===== src/rtl/seg7_scan_driver.sv =====
// Four-digit multiplexed seven-segment driver (common anode, active-low outputs).
// New values are buffered in a shadow register and switched in only at frame boundaries.
module seg7_scan_driver #(
    parameter int SCAN_DIV   = 50000,
    parameter int BLINK_LOG2 = 6
) (
    input  logic        clk,
    input  logic        rst,
    input  logic        load,
    input  logic [15:0] disp_num,
    input  logic [3:0]  dp_mask,
    input  logic        blank_lz,
    input  logic        blink_en,
    output logic [7:0]  segment,
    output logic [3:0]  anode,
    output logic        frame_done,
    output logic        pending
);

    localparam int                CNT_W   = (SCAN_DIV > 2) ? $clog2(SCAN_DIV) : 1;
    localparam logic [CNT_W-1:0]  CNT_MAX = CNT_W'(SCAN_DIV - 1);

    typedef struct packed {
        logic [15:0] num;
        logic [3:0]  dp;
    } frame_t;

    logic [CNT_W-1:0]      cnt_q,       cnt_d;
    logic [1:0]            digit_q,     digit_d;
    frame_t                shadow_q,    shadow_d;
    frame_t                show_q,      show_d;
    logic [BLINK_LOG2-1:0] frame_cnt_q, frame_cnt_d;
    logic                  pending_q,   pending_d;
    logic [7:0]            segment_q,   segment_d;
    logic [3:0]            anode_q,     anode_d;
    logic                  frame_done_q, frame_done_d;

    logic       tick;
    logic       boundary;
    frame_t     incoming;
    logic [3:0] nibble;
    logic [3:0] zero_from;
    logic       blanked;
    logic       blink_off;

    function automatic logic [6:0] hex_to_seg(input logic [3:0] nib);
        logic [6:0] seg;
        case (nib)
            4'h0: seg = 7'h40;
            4'h1: seg = 7'h79;
            4'h2: seg = 7'h24;
            4'h3: seg = 7'h30;
            4'h4: seg = 7'h19;
            4'h5: seg = 7'h12;
            4'h6: seg = 7'h02;
            4'h7: seg = 7'h78;
            4'h8: seg = 7'h00;
            4'h9: seg = 7'h10;
            4'hA: seg = 7'h08;
            4'hB: seg = 7'h03;
            4'hC: seg = 7'h46;
            4'hD: seg = 7'h21;
            4'hE: seg = 7'h06;
            default: seg = 7'h0E;
        endcase
        return seg;
    endfunction

    // NOTE: every variable gets a default at the top of always_comb so no path leaves it unassigned and no latch is inferred.
    always_comb begin
        tick     = (cnt_q == CNT_MAX);
        boundary = tick && (digit_q == 2'd3);
        incoming = '{num: disp_num, dp: dp_mask};

        cnt_d        = tick ? '0 : cnt_q + 1'b1;
        digit_d      = tick ? digit_q + 2'd1 : digit_q;
        shadow_d     = load ? incoming : shadow_q;
        show_d       = show_q;
        pending_d    = pending_q;
        frame_cnt_d  = boundary ? frame_cnt_q + 1'b1 : frame_cnt_q;
        frame_done_d = boundary;

        // A load coinciding with the boundary bypasses the shadow so it is not held a whole frame.
        if (boundary) begin
            if (load) begin
                show_d = incoming;
            end else if (pending_q) begin
                show_d = shadow_q;
            end
            pending_d = 1'b0;
        end else if (load) begin
            pending_d = 1'b1;
        end

        // Rendering looks at the post-edge digit and display value so a new frame starts clean.
        nibble       = show_d.num[{digit_d, 2'b00} +: 4];
        zero_from[3] = (show_d.num[15:12] == 4'h0);
        zero_from[2] = zero_from[3] && (show_d.num[11:8] == 4'h0);
        zero_from[1] = zero_from[2] && (show_d.num[7:4] == 4'h0);
        zero_from[0] = 1'b0;
        blanked      = blank_lz && zero_from[digit_d];
        blink_off    = blink_en && frame_cnt_d[BLINK_LOG2-1];

        segment_d = segment_q;
        anode_d   = anode_q;
        if (tick) begin
            segment_d = blanked ? 8'hFF : {~show_d.dp[digit_d], hex_to_seg(nibble)};
            anode_d   = (blanked || blink_off) ? 4'hF : ~(4'b0001 << digit_d);
        end
    end

    // NOTE: sequential state uses non-blocking assignments so all registers update together from pre-edge values.
    always_ff @(posedge clk or negedge rst) begin
        if (!rst) begin
            cnt_q        <= '0;
            digit_q      <= 2'd3;
            shadow_q     <= '0;
            show_q       <= '0;
            frame_cnt_q  <= '0;
            pending_q    <= 1'b0;
            segment_q    <= 8'hFF;
            anode_q      <= 4'hF;
            frame_done_q <= 1'b0;
        end else begin
            cnt_q        <= cnt_d;
            digit_q      <= digit_d;
            shadow_q     <= shadow_d;
            show_q       <= show_d;
            frame_cnt_q  <= frame_cnt_d;
            pending_q    <= pending_d;
            segment_q    <= segment_d;
            anode_q      <= anode_d;
            frame_done_q <= frame_done_d;
        end
    end

    assign segment    = segment_q;
    assign anode      = anode_q;
    assign frame_done = frame_done_q;
    assign pending    = pending_q;

endmodule


===== config.mk =====
export PLATFORM = sky130hd
export DESIGN_NAME = seg7_scan_driver
export DESIGN_NICKNAME = d
export VERILOG_FILES = /design/src/rtl/seg7_scan_driver.sv
export SDC_FILE = /design/constraint.sdc
export NUM_CORES = 1
export LEC_CHECK = 0
export ABC_AREA = 1
export ABC_CLOCK_PERIOD_IN_PS = 5200
export CORE_AREA = 2 2 116 118
export DETAILED_ROUTE_END_ITERATION = 12
export DIE_AREA = 0 0 118 120
export MAX_ROUTING_LAYER = met4
export PLACE_DENSITY = 0.53
export SETUP_SLACK_MARGIN = 0.5
export SLEW_MARGIN = 10
export SYNTH_ARGS = -nofsm -noshare
export SYNTH_HDL_FRONTEND = slang
export SYNTH_SLANG_ARGS = --single-unit

===== constraint.sdc =====
create_clock -name clk -period 5.2 [get_ports clk]
set_input_delay 1.04 -clock clk [delete_from_list [all_inputs] [get_ports clk]]
set_output_delay 1.04 -clock clk [all_outputs]
set_load 0.05 [all_outputs]

## Word level (Yosys, flattened, before mapping)

Memories as Yosys holds them, arrays and structs flattened.
Index checks and enable logic that the tools add are counted.

| cells by class | value |
|---|---|
| order comparisons | 1 |
| reductions and logical operators | 10 |
| shifts and indexed selects | 2 |
| bitwise gates (word level) | 2 |
| eq/ne operators | 2 |
| $add $sub $neg | 3 |
| muxes and demuxes | 14 |

Operators by type and width:

| operator | count |
|---|---|
| $mux W20 | 3 |
| $add A16 B1 Y16 const B | 1 |
| $eq A16 B16 Y1 const B | 1 |
| $mux W16 | 1 |
| $shiftx A16 B5 Y4 | 1 |
| $logic_not A4 Y1 | 3 |
| $mux W8 | 1 |
| $add A6 B1 Y6 const B | 1 |
| $mux W6 | 1 |
| $logic_and A1 B1 Y1 | 5 |
| $bmux W1 S2 | 2 |
| $mux W1 | 4 |
| $mux W4 | 1 |
| $not A4 Y4 | 1 |
| $shl A1 B2 Y4 const A | 1 |
| $lt A2 B3 Y1 const B | 1 |
| $add A2 B1 Y2 const B | 1 |
| $eq A2 B2 Y1 const B | 1 |
| $mux W2 | 1 |
| $reduce_bool A2 Y1 | 1 |
| $logic_or A1 B1 Y1 | 1 |
| $not A1 Y1 | 1 |

| word-level totals | value |
|---|---|
| flip-flop bits (word level) | 78 |
| memories kept | 1 |
| bits in read-only memories | 112 |

Memory list:

| name | depth | bits a word | rd ports | clocked after Yosys merged registers in | write ports | line | source |
|---|---|---|---|---|---|---|---|
| (no name shown) | 16 | 7 | 1 | 0 | 0 | 48 | `case (nib)` |

## Longest topological paths before layout

| depth | value |
|---|---|
| depth in word-level cells | 11 |
| depth in mapped cells | 21 |
| depth with buffers taken out | 20 |

## Least setup slack after synthesis

OpenSTA, ideal clock, no wires.

| timing path | value |
|---|---|
| path kind | input to register |
| from | in load |
| to | reg segment_q[5], in the netlist segment[5] |
| stages | 16 |
| path slack | 2.471 ns |
| data required time | 5.133 ns |
| data arrival time | 2.662 ns |
| library setup time | 0.067 ns |
| buffers on the path | 1 |
| path through | clkinv_1 -> clkbuf_1 -> o21ai_0 -> o21ai_0 -> nand2_1 -> nand2_2 -> nand2_1 -> nand2_1 -> inv_1 -> nand2_2 -> inv_1 -> ha_1 -> nand3b_1 -> a21oi_1 -> nor2_1 -> nor2_1 |

RTL lines:

| what | line | source |
|---|---|---|
| start: declaration | 9 | `input logic load,` |
| end signal: assignment | 131 | `segment_q <= segment_d;` |
| end: declaration | 34 | `logic [7:0] segment_q, segment_d;` |

==> metrics.yaml <==
clock_tree:
  postCtsHoldBufs: 0
  cts_tree: "yes"
  clkSinkCount: 78
  cts_made_buffers: 9
  htree_levels: 3
  insertion_delay_ps: 340
  post-cts-setup-buffer-count: 0
  cts_resized: 0
  clk_pin_slew_ps: 60
  clockBufferDepth: 2
  clockRootBuffer: "clkbuf_16"
detailed_routing:
  ant_nets: 0
  wirelength_um: 10200
  vias: 3655
  drt-vias-per-instance: 4.57
  top_layer: "met4"
  wire_per_inst_um: 12.8
  wl_met2_um: 4950
  wl_met3_um: 232
  first_pass_iters: 4
  drc: 0
  drtIter0Drc: 217
  met1_length_um: 4880
run:
  maxCapViolCount: 0
floorplan:
  fp.dieArea_um2: 14200
  initial_core_util: 0.339
  die_y_um: 120
  rows: 42
  die_x_um: 118
  core_area_um2: 13000
  boundaryPins: 39
grt:
  grt_max_degree: 79
  grtUsageTotal: 0.160
  antenna_found_initial: 0
  grt_pass1_wl_um: 17500
  grt_pass1_vias: 3674
  grt.overflow.total: 0
cells_and_area:
  multi_input_area_um2: 2140
  area_growth_pct: 19.7
  diodes: 0
  fill_cells: 1356
  seq_area_um2: 1970
  fin_nets: 652
  drive_above_1_share: 0.159
power:
  power.density_nw_per_um2: 259
  finalPower_w: 0.00136
  ir_drop_uv: 130
  power_leakage_nw: 2.62
synth:
  synth.top_cell.area_share: 0.364
  synth_area_um2: 4400
  synth_top_family_by_area: "simple AND/OR/NAND/NOR gates"
  ys_top_cells_by_area: "dfrtp_1 (36%), nand2_1 (19%), dfstp_2 (8.4%)"
  syn_avg_cell_area_um2: 7.60
  synth_common_cells: "nand2_1 (220), dfrtp_1 (64), nor2_1 (59)"
  synthCells: 579
  yosysSeqAreaShare: 0.448
  synth_compound_area_frac: 0.0617
  ys_ff_latch: 78
  yosys.area_share.simple: 0.380
  yosys_most_used_dff: "dfrtp_1"
  synth_most_common_cell: "nand2_1"
  synth_fa_ha_area_frac: 0.0228
  synth_xor_area_frac: 0.0159
  synth_edf_count: 0
  synthMuxAreaShare: 0.00512
  synthArstFlopShare: 1.00
  yosysUniqueCellTypes: 42
  synth_nets: 612
  ys.warnings.count: 0
  yosys.area.top_type: "dfrtp_1"
place:
  gp_congestion: 0.811
  port_buffers: 38
  hpwl_um: 7560
critical_path:
  start_kind: "input pin"
  reg2reg_from: "cnt_q[0]"
  path_max_fanout: 21
  crit_required_ps: 5460
  cp-end-kind: "register"
  crit_arrival_ps: 3900
  r2r_end: "segment[2]"
  rr_worst_depth: 16
  worstSetupPathType: "input pin to register"
  r2r_slack_ps: 2190
min_path:
  hold_path_startpoint: "cnt_q[0]"
  hold-path-endpoint: "cnt_q[0]"
  hp-class: "register to register"
  hold_depth: 1
sta:
  maxSlewViolCount: 0
  fin_setup_tns_ps: 0
  relSlewSlack: 0.336
  finalCriticalPeriod_ps: 3630
  max_clock_freq_mhz: 275
  rsz0062_at_grt: "no"
  setup_viol: 0
  hold_viol_final: 0
  clock_skew_ps: 11.3
  min_period_over_period: 0.699
  max_slew.worst_pin.slew_ps: 995
run_status:
  outcome: "completed"
placed cells by master (no fill, tap or decap), drive strengths merged:
cell type	instances
nor3	2
nand4	4
xor2	6
or2	1
clkdlybuf4s50	37
dfstp	14
nand3	32
a21boi	2
nand3b	2
clkinv	4
mux2	2
a221oi	1
a31oi	1
o22ai	4
buf	3
clkbuf	12
nor2	75
ha	8
nand2	247
inv	60
nor3b	1
a21oi	10
dfrtp	64
nor4	1
o21ai	22
o21a	3
bufinv	2
a22oi	1
xnor2	2
clkinvlp	1
routing by layer:
metal | up-vias | GRT usage
li1 | 1874 | -
met4 | 0 | 0.0625
met1 | 1726 | 0.198
met2 | 45 | 0.265
met5 | - | -
met3 | 10 | 0.0261
power breakdown:
part | leakage (nW) | internal, W | total (W) | switching [W]
Clock | 0.147 | 0.000420 | 0.000666 | 0.000246
Sequential | 0.917 | 0.000621 | 0.000627 | 0.00000602
Combinational | 1.56 | 0.0000304 | 0.0000706 | 0.0000402
Total | 2.62 | 0.00107 | 0.00136 | 0.000292
logic make-up (layout without fill, tap and decap cells):
group                      Yosys count  in the layout
AOI/OAI and AO/OA                   44             44
xor gates and xnor gates             8              8
adders and majority gates            8              8
buffers and inverters               74            119
DFF                                 78             78
muxes                                2              2
and+or+nand+nor                    365            365
worst max-delay path by stage:
stage,startpoint,to,slack (ps),cells after the start
floorplan,load,segment[5],2470,16
finish,load,segment[3],1570,18
global route,load,segment[3],1220,19
detailed placement,load,segment[3],1190,18
global placement,load,segment[3],1290,18
CTS,load,segment[3],1540,18
through the flow:
step	area [um^2]	util	worst slack, ps	hold slack [ps]	cells
final	5270	0.406	1570	460	800
after global routing	5270	0.406	1220	488	800
after CTS	5270	0.406	1540	460	800
after detailed placement	4960	0.382	1190	452	784
after global placement	4960	0.382	1290	450	784
after floorplan	4400	-	2470	432	579
sequential cells by signal, summed over array words and instances (netlist names):
name and flops:
anode 4, shadow_q 20, pending 1, frame_cnt_q 6, segment 8, cnt_q 16, frame_done 1, show_q 20
digit_q 2
critical path, cell delays in order:
cell,delay (ps)
clkdlybuf4s50_1,450
buf_4,220
clkinv_1,420
buf_4,370
o21ai_0,100
o21a_1,150
o21ai_2,70
nand2_1,80
nand2_1,60
nor2_2,210
inv_1,110
ha_1,230
nand2_2,90
nand2_1,60
nand2_1,50
nand2_1,40
nor2_1,80
nor2_1,50
cell type report:
cell class / instances / area share
Clock buffer: 12 / 0.0449
Clock inverter: 4 / 0.0138
Inverter: 63 / 0.0452
Multi-Input combinational cell: 427 / 0.406
Sequential cell: 78 / 0.374
Tap cell: 176 / 0.0418
Timing Repair Buffer: 40 / 0.0746
Note: power is estimated with default switching activity, not from simulation.
